File: src/rtl/load_fmt_queue.sv
// Load-result formatting stage: queues load descriptors at issue, pairs them in order
// with memory responses, and emits aligned/extended/merged write-back data.
`timescale 1ns/1ps
module load_fmt_queue #(
    parameter  int DATA_W = 32,
    parameter  int DEPTH  = 4,
    localparam int OFF_W  = $clog2(DATA_W/8)
) (
    input  logic              clk,
    input  logic              resetn,
    input  logic              flush,
    input  logic              req_valid,
    output logic              req_ready,
    input  logic [3:0]        req_op,
    input  logic [OFF_W-1:0]  req_off,
    input  logic [DATA_W-1:0] req_rt,
    input  logic [4:0]        req_wreg,
    output logic              req_reject,
    input  logic              rsp_valid,
    input  logic [DATA_W-1:0] rsp_data,
    output logic              wb_valid,
    output logic [4:0]        wb_wreg,
    output logic [DATA_W-1:0] wb_wdata,
    output logic              err_orphan
);

    localparam int PTR_W = $clog2(DEPTH);
    localparam int CNT_W = $clog2(DEPTH + 1);

    localparam logic [3:0] OP_LB  = 4'd0, OP_LBU = 4'd1, OP_LH  = 4'd2,
                           OP_LHU = 4'd3, OP_LW  = 4'd4, OP_LWU = 4'd5,
                           OP_LD  = 4'd6, OP_LWL = 4'd7, OP_LWR = 4'd8;

    typedef struct packed {
        logic [3:0]        op;
        logic [OFF_W-1:0]  off;
        logic [DATA_W-1:0] rt;
        logic [4:0]        wreg;
    } desc_t;

    desc_t             fifo_q [DEPTH];
    logic [PTR_W-1:0]  wr_q, wr_d, rd_q, rd_d;
    logic [CNT_W-1:0]  count_q, count_d, drop_q, drop_d;
    logic              wb_valid_q, wb_valid_d;
    logic [4:0]        wb_wreg_q, wb_wreg_d;
    logic [DATA_W-1:0] wb_wdata_q, wb_wdata_d;
    logic              orphan_q, orphan_d;
    logic [CNT_W:0]    outstanding;
    logic              enq, rsp_drop, rsp_pop, rsp_orph;
    desc_t             head;

    function automatic logic [DATA_W-1:0] fmt_load(input desc_t d, input logic [DATA_W-1:0] data);
        logic [31:0]      sh, w, rt32, r32;
        logic [OFF_W-1:0] woff;
        logic [5:0]       k8;
        sh   = 32'(data >> {d.off, 3'b000});
        woff = d.off & ~OFF_W'(3);
        w    = 32'(data >> {woff, 3'b000});
        rt32 = d.rt[31:0];
        k8   = {1'b0, d.off[1:0], 3'b000};
        r32  = w;
        fmt_load = data;
        case (d.op)
            OP_LB:  fmt_load = DATA_W'($signed(sh[7:0]));
            OP_LBU: fmt_load = DATA_W'(sh[7:0]);
            OP_LH:  fmt_load = DATA_W'($signed(sh[15:0]));
            OP_LHU: fmt_load = DATA_W'(sh[15:0]);
            OP_LW:  fmt_load = DATA_W'($signed(sh));
            OP_LWU: fmt_load = DATA_W'(sh);
            OP_LWL: begin
                // Word bytes fill from the top; rt keeps the low bytes not covered.
                r32 = (w << (6'd24 - k8)) | (rt32 & (32'hFFFF_FFFF >> (k8 + 6'd8)));
                fmt_load = DATA_W'($signed(r32));
            end
            OP_LWR: begin
                r32 = (w >> k8) | (rt32 & ~(32'hFFFF_FFFF >> k8));
                fmt_load = DATA_W'($signed(r32));
            end
            default: fmt_load = data;
        endcase
    endfunction

    always_comb begin
        req_reject = 1'b0;
        case (req_op)
            OP_LB, OP_LBU, OP_LWL, OP_LWR: req_reject = 1'b0;
            OP_LH, OP_LHU: req_reject = req_off[0];
            OP_LW:         req_reject = (req_off[1:0] != 2'b00);
            OP_LWU:        req_reject = (DATA_W == 32) || (req_off[1:0] != 2'b00);
            OP_LD:         req_reject = (DATA_W == 32) || (req_off != '0);
            default:       req_reject = 1'b1;
        endcase
    end

    assign outstanding = (CNT_W+1)'(count_q) + (CNT_W+1)'(drop_q);
    assign req_ready   = !flush && (outstanding < (CNT_W+1)'(DEPTH));
    assign enq         = req_valid && req_ready && !req_reject;
    assign rsp_drop    = rsp_valid && (drop_q != '0);
    assign rsp_pop     = rsp_valid && (drop_q == '0) && (count_q != '0);
    assign rsp_orph    = rsp_valid && (drop_q == '0) && (count_q == '0);
    assign head        = fifo_q[rd_q];

    always_comb begin
        wr_d       = enq ? wr_q + PTR_W'(1) : wr_q;
        rd_d       = rd_q;
        count_d    = count_q;
        drop_d     = drop_q;
        wb_valid_d = 1'b0;
        wb_wreg_d  = wb_wreg_q;
        wb_wdata_d = wb_wdata_q;
        orphan_d   = orphan_q | rsp_orph;
        if (flush) begin
            // A response consumed this cycle is always discarded; queued entries become drops.
            drop_d  = drop_q + count_q - CNT_W'(rsp_pop) - CNT_W'(rsp_drop);
            count_d = '0;
            rd_d    = wr_q;
        end else begin
            drop_d  = drop_q - CNT_W'(rsp_drop);
            count_d = count_q + CNT_W'(enq) - CNT_W'(rsp_pop);
            if (rsp_pop) begin
                rd_d       = rd_q + PTR_W'(1);
                wb_valid_d = 1'b1;
                wb_wreg_d  = head.wreg;
                wb_wdata_d = fmt_load(head, rsp_data);
            end
        end
    end

    always_ff @(posedge clk) begin
        if (enq) fifo_q[wr_q] <= {req_op, req_off, req_rt, req_wreg};
    end

    always_ff @(posedge clk or negedge resetn) begin
        if (!resetn) begin
            wr_q       <= '0;
            rd_q       <= '0;
            count_q    <= '0;
            drop_q     <= '0;
            wb_valid_q <= 1'b0;
            wb_wreg_q  <= '0;
            wb_wdata_q <= '0;
            orphan_q   <= 1'b0;
        end else begin
            wr_q       <= wr_d;
            rd_q       <= rd_d;
            count_q    <= count_d;
            drop_q     <= drop_d;
            wb_valid_q <= wb_valid_d;
            wb_wreg_q  <= wb_wreg_d;
            wb_wdata_q <= wb_wdata_d;
            orphan_q   <= orphan_d;
        end
    end

    assign wb_valid   = wb_valid_q;
    assign wb_wreg    = wb_wreg_q;
    assign wb_wdata   = wb_wdata_q;
    assign err_orphan = orphan_q;

endmodule

File: config.mk
export PLATFORM = sky130hd
export DESIGN_NAME = load_fmt_queue
export DESIGN_NICKNAME = d
export VERILOG_FILES = /design/src/rtl/load_fmt_queue.sv
export SDC_FILE = /design/constraint.sdc
export NUM_CORES = 1
export LEC_CHECK = 0
export CAP_MARGIN = 20
export CORE_AREA = 2 2 153 155
export DETAILED_ROUTE_END_ITERATION = 7
export DIE_AREA = 0 0 155 157
export GPL_TIMING_DRIVEN = 0
export PLACE_DENSITY = 0.69
export SLEW_MARGIN = 25
export SYNTH_ARGS = -nofsm -noshare
export SYNTH_HDL_FRONTEND = slang
export SYNTH_SLANG_ARGS = --single-unit
File: constraint.sdc
create_clock -name clk -period 5.07 [get_ports clk]
set_input_delay 1.014 -clock clk [delete_from_list [all_inputs] [get_ports clk]]
set_output_delay 1.014 -clock clk [all_outputs]
set_load 0.01 [all_outputs]
* Yosys cells after proc, flatten, opt, wreduce, memory -nomap -nowiden
Memory sizes are Yosys's and may differ from the RTL's.
Index checks and enable logic that the tools add are counted.
** Storage, ports and cells
- Input bits :: 80
- Logic and storage cells :: 77
- Register bits :: 49
- Bits in writable memories :: 172
- Memories :: 1
- Output and inout port bits :: 41
** Operators by class
- Bitwise operators :: 7
- $add $sub $neg :: 11
- Equal/unequal tests :: 13
- Reduce and logical (&&, ||, !) cells :: 21
- Multiplexer cells :: 10
- Shift-type cells :: 5
- $lt $le $gt $ge :: 1
** Memory list
- fifo_q :: words 4, bits a word 43, read ports 1, clocked after memory_dff 0, wr ports 1, RTL line 41 : desc_t fifo_q [DEPTH];
** Operator list (number)
- 32-bit one-hot mux with 7 select lines :: 1
- 32-bit bitwise AND :: 2
- 32-bit bitwise OR :: 2
- 32-bit by 5-bit right shift with 32-bit output :: 2
- 32-bit NOT :: 1
- 32-bit by 6-bit left shift with 32-bit output :: 1
- 32-bit by 5-bit right shift with 32-bit output, first input constant :: 1
- 32-bit by 6-bit right shift with 32-bit output, first input constant :: 1
- 4-bit by 3-bit equality test with 1-bit output, second input constant :: 5
- 4-bit by 2-bit equality test with 1-bit output, second input constant :: 4
- 3-bit by 1-bit subtractor with 3-bit output :: 4
- 4-bit by 1-bit equality test with 1-bit output, second input constant :: 2
- 4-bit equality test, second input constant :: 2
- 4-bit logical NOT :: 2
- 1-bit logical AND :: 7
- 5-bit by 4-bit adder with 6-bit output, second input constant :: 1
- 3-bit logical NOT :: 2
- 3-bit 2-to-1 mux :: 2
- 3-bit nonzero test :: 2
- 5-bit by 5-bit subtractor with 6-bit output, first input constant :: 1
- 2-bit by 1-bit adder with 2-bit output, second input constant :: 2
- 3-bit by 3-bit adder with 4-bit output :: 1
- 4-bit by 3-bit < comparator with 1-bit output, second input constant :: 1
- 1-bit 2-to-1 mux :: 4
- other kinds (11) :: 15

* Depth between registers and ports, before layout
Gate-level depths: netlist of the first run.
- Word-level depth :: 8
- Mapped depth :: 13
- Gate-level depth less buffers :: 12

* Least setup slack after synthesis of the first run
OpenSTA, ideal clock, no wires.
- Kind :: input to register
- From :: in flush
- To :: mem fifo_q[0][0] in the netlist's numbering (enable)
- Stages :: 5
- Slack :: 1.382 ns
- Library setup time :: 0.405 ns
- Required time :: 4.665 ns
- Data arrival time :: 3.283 ns
- Buffers on the path :: 1
- Cell sequence :: or4_1 -> a31oi_1 -> and3_1 -> clkbuf_1 -> and2_1
** On the way
- Word-level cells in the longest chain between the ends :: 6
** Ends and longest elaborated chain
- start: declaration :: RTL line 11 : input logic flush,
- 1-bit logical NOT :: RTL line 96 : assign req_ready = !flush && (outstanding < (CNT_W+1)'(DEPTH));
- 1-bit logical AND :: RTL line 96
- net req_ready :: RTL line 13 : output logic req_ready,
- 1-bit logical AND (2 in a row) :: RTL line 97 : assign enq = req_valid && req_ready && !req_reject;
- 1-bit 2-to-1 mux :: RTL line 130 : if (enq) fifo_q[wr_q] <= {req_op, req_off, req_rt, req_wreg};
- 1-bit 2-to-1 mux (implied by the code) :: RTL line 130
- end: declaration :: RTL line 41
The timed path passes the listed nets, and every way through them passes these cells.

* Worst setup path in the final report of the first run
- From :: in flush
- To :: out req_ready
** On the way
- Word-level cells in the longest chain between the ends :: 2
** Ends and longest elaborated chain (RTL line)
- 1-bit logical NOT :: 96
- 1-bit logical AND :: 96
- end: declaration :: 13
Every way passes these cells.

==> results.json, run 1 <==
{
  "synth_edf_count": 172,
  "antenna_found_initial": 0,
  "cts_buffer_depth": 3,
  "wl_met2_um": 11800,
  "drt-met1-wl_um": 10900,
  "arrival_ns": 2.90,
  "row_count": 55,
  "synth_top_family_by_area": "multiplexers",
  "yosys.cell_types.count": 53,
  "yosysTopAreaCell": "edfxtp_1",
  "start_kind": "input pin",
  "portBuffers": 120,
  "root_buffer": "clkbuf_16",
  "peakVddDrop_v": 0.000308,
  "viasPerCell": 5.69,
  "layout.nets": 929,
  "dr_wl_met3_um": 1870,
  "postCtsSetupBuffers": 0,
  "first_iter_violations": 679,
  "design.die.area_mm2": 0.0243,
  "place_congestion": 0.944,
  "synth_top_area_share": 0.514,
  "synth-compound-area-share": 0.102,
  "synth_flop_cell": "edfxtp_1",
  "wl_per_cell_um": 22.1,
  "grt-ovfl-total": 0,
  "globalRouteTotalUtil": 0.208,
  "critPathMaxStageDelay_ns": 0.58,
  "cts_tree": "built",
  "dp.cells": 1092,
  "yosys_warnings": 0,
  "core-area_mm2": 0.0225,
  "synthAdderAreaFrac": 0.0229,
  "clk_pin_slew_ns": 0.06,
  "initial_utilization": 0.447,
  "fillers": 1881,
  "ctsHoldBuffers": 0,
  "ios": 121,
  "yosys-top-cells-area": "edfxtp_1 51%, dfrtp_1 12%, mux4_2 9.9%",
  "syn_inst": 686,
  "regToRegSetupSlack_ns": 1.75,
  "skew_ns": 0.0182,
  "p_leak_nw": 4.36,
  "crit_path_max_fanout": 5,
  "slew_headroom": 0.500,
  "min_path_type": "in2async",
  "setup_viol": 0,
  "synth.most_common_cell": "edfxtp_1",
  "die_x_um": 155,
  "crit_end": "req_ready",
  "cts_made_buffers": 24,
  "ys_seq_area_frac": 0.636,
  "cts_sinks": 221,
  "grt_start_max_net_pins": 50,
  "wirelength_um": 25100,
  "synth-simple-area-share": 0.0670,
  "worstMarginPinSlew_ns": 0.749,
  "drtAntennaViolNets": 0,
  "vias": 6469,
  "synth.ff_latch_count": 221,
  "ys_async_sr_fraction": 0.222,
  "n_antenna_cell": 0,
  "slew_violations": 0,
  "maxCapViolCount": 0,
  "critPathLaunch": "flush",
  "grt_pass1_vias": 6421,
  "reg2reg_from": "drop_q[0]",
  "reg2reg_depth": 12,
  "place_area_mm2": 0.0116,
  "cp.required_ns": 4.06,
  "synthTopCellsByCount": "172 x edfxtp_1, 58 x nand2_1, 49 x dfrtp_1",
  "finalSetupTns_ns": 0,
  "fin_util": 0.551,
  "worstSetupPathType": "in2out",
  "area_delta_synth_final_pct": 23.4,
  "max_freq_mhz": 255,
  "crit_chain": "clkdlybuf4s50_1, or4_1, a31oi_1, clkdlybuf4s50_1",
  "p_per_area_mw_per_mm2": 461,
  "syn-num-nets": 782,
  "final_cells": 1136,
  "synthesis.area_mm2": 0.0101,
  "fin_crit_sh": 0.773,
  "cts_resized": 0,
  "layout-drive-gt1-share": 0.148,
  "synth_xor_area_frac": 0.00697,
  "synth.mux.area_fraction": 0.135,
  "htree_levels": 1,
  "place_hpwl_um": 17400,
  "status": "completed",
  "die_h_um": 157,
  "top_layer": "met4",
  "grt_pass1_wl_um": 38300,
  "fin_area_mm2": 0.0124,
  "regArea_mm2": 0.00639,
  "crit_path_frequent_cell": "clkdlybuf4s50_1",
  "clock_latency_ns": 0.53,
  "multi_input_area_mm2": 0.00337,
  "cpMaxStageDelayCell": "clkdlybuf4s50_1",
  "r2r-end": "drop_q[2]",
  "syn_area_per_cell_um2": 14.7,
  "worst_setup_path_end_kind": "primary output",
  "drc_errors": 0,
  "rsz0062_at_grt": "false",
  "first_pass_iters": 6,
  "hold_violations": 0,
  "min_period_ns": 3.92
}
==> routing by layer <==
metal | up-vias | GRT usage
li1 | 2955 | -
met1 | 3216 | 0.291
met2 | 255 | 0.334
met3 | 43 | 0.0474
met4 | 0 | 0.0481
met5 | - | 0
==> area by class of cell <==
class | count | area share
sequential | 221 | 0.515
multi-input combinational | 394 | 0.271
timing repair buffer | 121 | 0.0989
clock buffer | 33 | 0.0520
tap | 285 | 0.0288
buffer | 43 | 0.0162
clock inverter | 11 | 0.00898
inverter | 28 | 0.00847
==> sequential cells by signal (all words and copies together) (netlist names) <==
name,flops
wb_wreg,5
err_orphan,1
drop_q,3
wb_wdata,32
wb_valid,1
count_q,3
wr_q,2
rd_q,2
fifo_q,172
==> kinds of logic after synthesis <==
group / after synthesis
xor gates and xnor gates: 8
and+or+nand+nor: 134
muxes: 80
DFF: 221
AOI/OAI and AO/OA: 156
adders and majority gates: 16
buffers and inverters: 71
==> cell usage in the layout (no fill, tap or decap), types with 9 or more instances in the layout <==
| master | synthesis | layout |
|---|---|---|
| nor2b_1 | 10 | 10 |
| nor3_1 | 9 | 9 |
| a21oi_1 | 26 | 26 |
| nand2_1 | 58 | 58 |
| buf_2 | 17 | 17 |
| o21ai_1 | 19 | 19 |
| mux4_2 | 44 | 44 |
| nor2_1 | 15 | 15 |
| nand3_1 | 9 | 9 |
| o22ai_1 | 9 | 9 |
| a211oi_1 | 20 | 20 |
| dfrtp_1 | 49 | 49 |
| clkbuf_1 | 19 | 27 |
| clkbuf_16 | 0 | 24 |
| ha_1 | 12 | 12 |
| o21ai_0 | 39 | 39 |
| edfxtp_1 | 172 | 172 |
| a31oi_1 | 10 | 10 |
| inv_1 | 28 | 28 |
| mux2i_1 | 31 | 31 |
| clkdlybuf4s50_1 | 0 | 119 |
==> report_power, final <==
group	internal, W	switching (W)
clock	0.000950	0.000694
sequential	0.00210	0.0000906
combinational	0.000829	0.00106
==> through the flow <==
| stage | setup WS [ns] | hold WS, ns | power (W) |
|---|---|---|---|
| after floorplan | 1.38 | 0.503 | 0.00342 |
| after global placement | -0.0602 | 0.459 | 0.00408 |
| after detailed placement | 0.902 | 0.462 | 0.00410 |
| after CTS | 1.14 | 0.463 | 0.00575 |
| after global routing | 1.07 | 0.461 | 0.00600 |
| final | 1.15 | 0.461 | 0.00572 |
==> how the worst min path moves through the flow <==
stage | startpoint | endpoint | slack, ns | cells past startpoint
2_1_floorplan | wr_q[1] | rd_q[1] | 0.50 | 2
3_3_place_gp | err_orphan | err_orphan | 0.46 | 1
3_5_place_dp | wb_wreg[2] | wb_wreg[2] | 0.46 | 2
4_1_cts | resetn | wb_wreg[1] | 0.46 | 2
5_1_grt | resetn | wb_wreg[1] | 0.46 | 2
6_report | resetn | wb_valid | 0.46 | 2
==> critical path: cells and delay by family <==
kind	cells	cell delay, ns
buffers and inverters	2	1.10
and+or+nand+nor	1	0.56
AOI/OAI and AO/OA	1	0.23
Note: power is estimated with default switching activity, not from simulation.
==> run 2: changes to the inputs <==
==> constraint.sdc (replaced) <==
create_clock -name clk -period 3.71 [get_ports clk]
set_input_delay 0.742 -clock clk [delete_from_list [all_inputs] [get_ports clk]]
set_output_delay 0.742 -clock clk [all_outputs]
set_load 0.01 [all_outputs]
==> results of run 2 <==
Same layout as run 1 (identical final DEF). Status: completed.
Among the figures that moved: setup slack after placement 0.902 ns -> -0.186 ns; setup slack after layout 1.15 ns -> 0.337 ns; hold slack 0.461 ns -> 0.189 ns; register-to-register setup slack 1.75 ns -> 0.39 ns; total power 0.00572 W -> 0.00782 W; worst IR drop on VDD 0.000308 V -> 0.000421 V
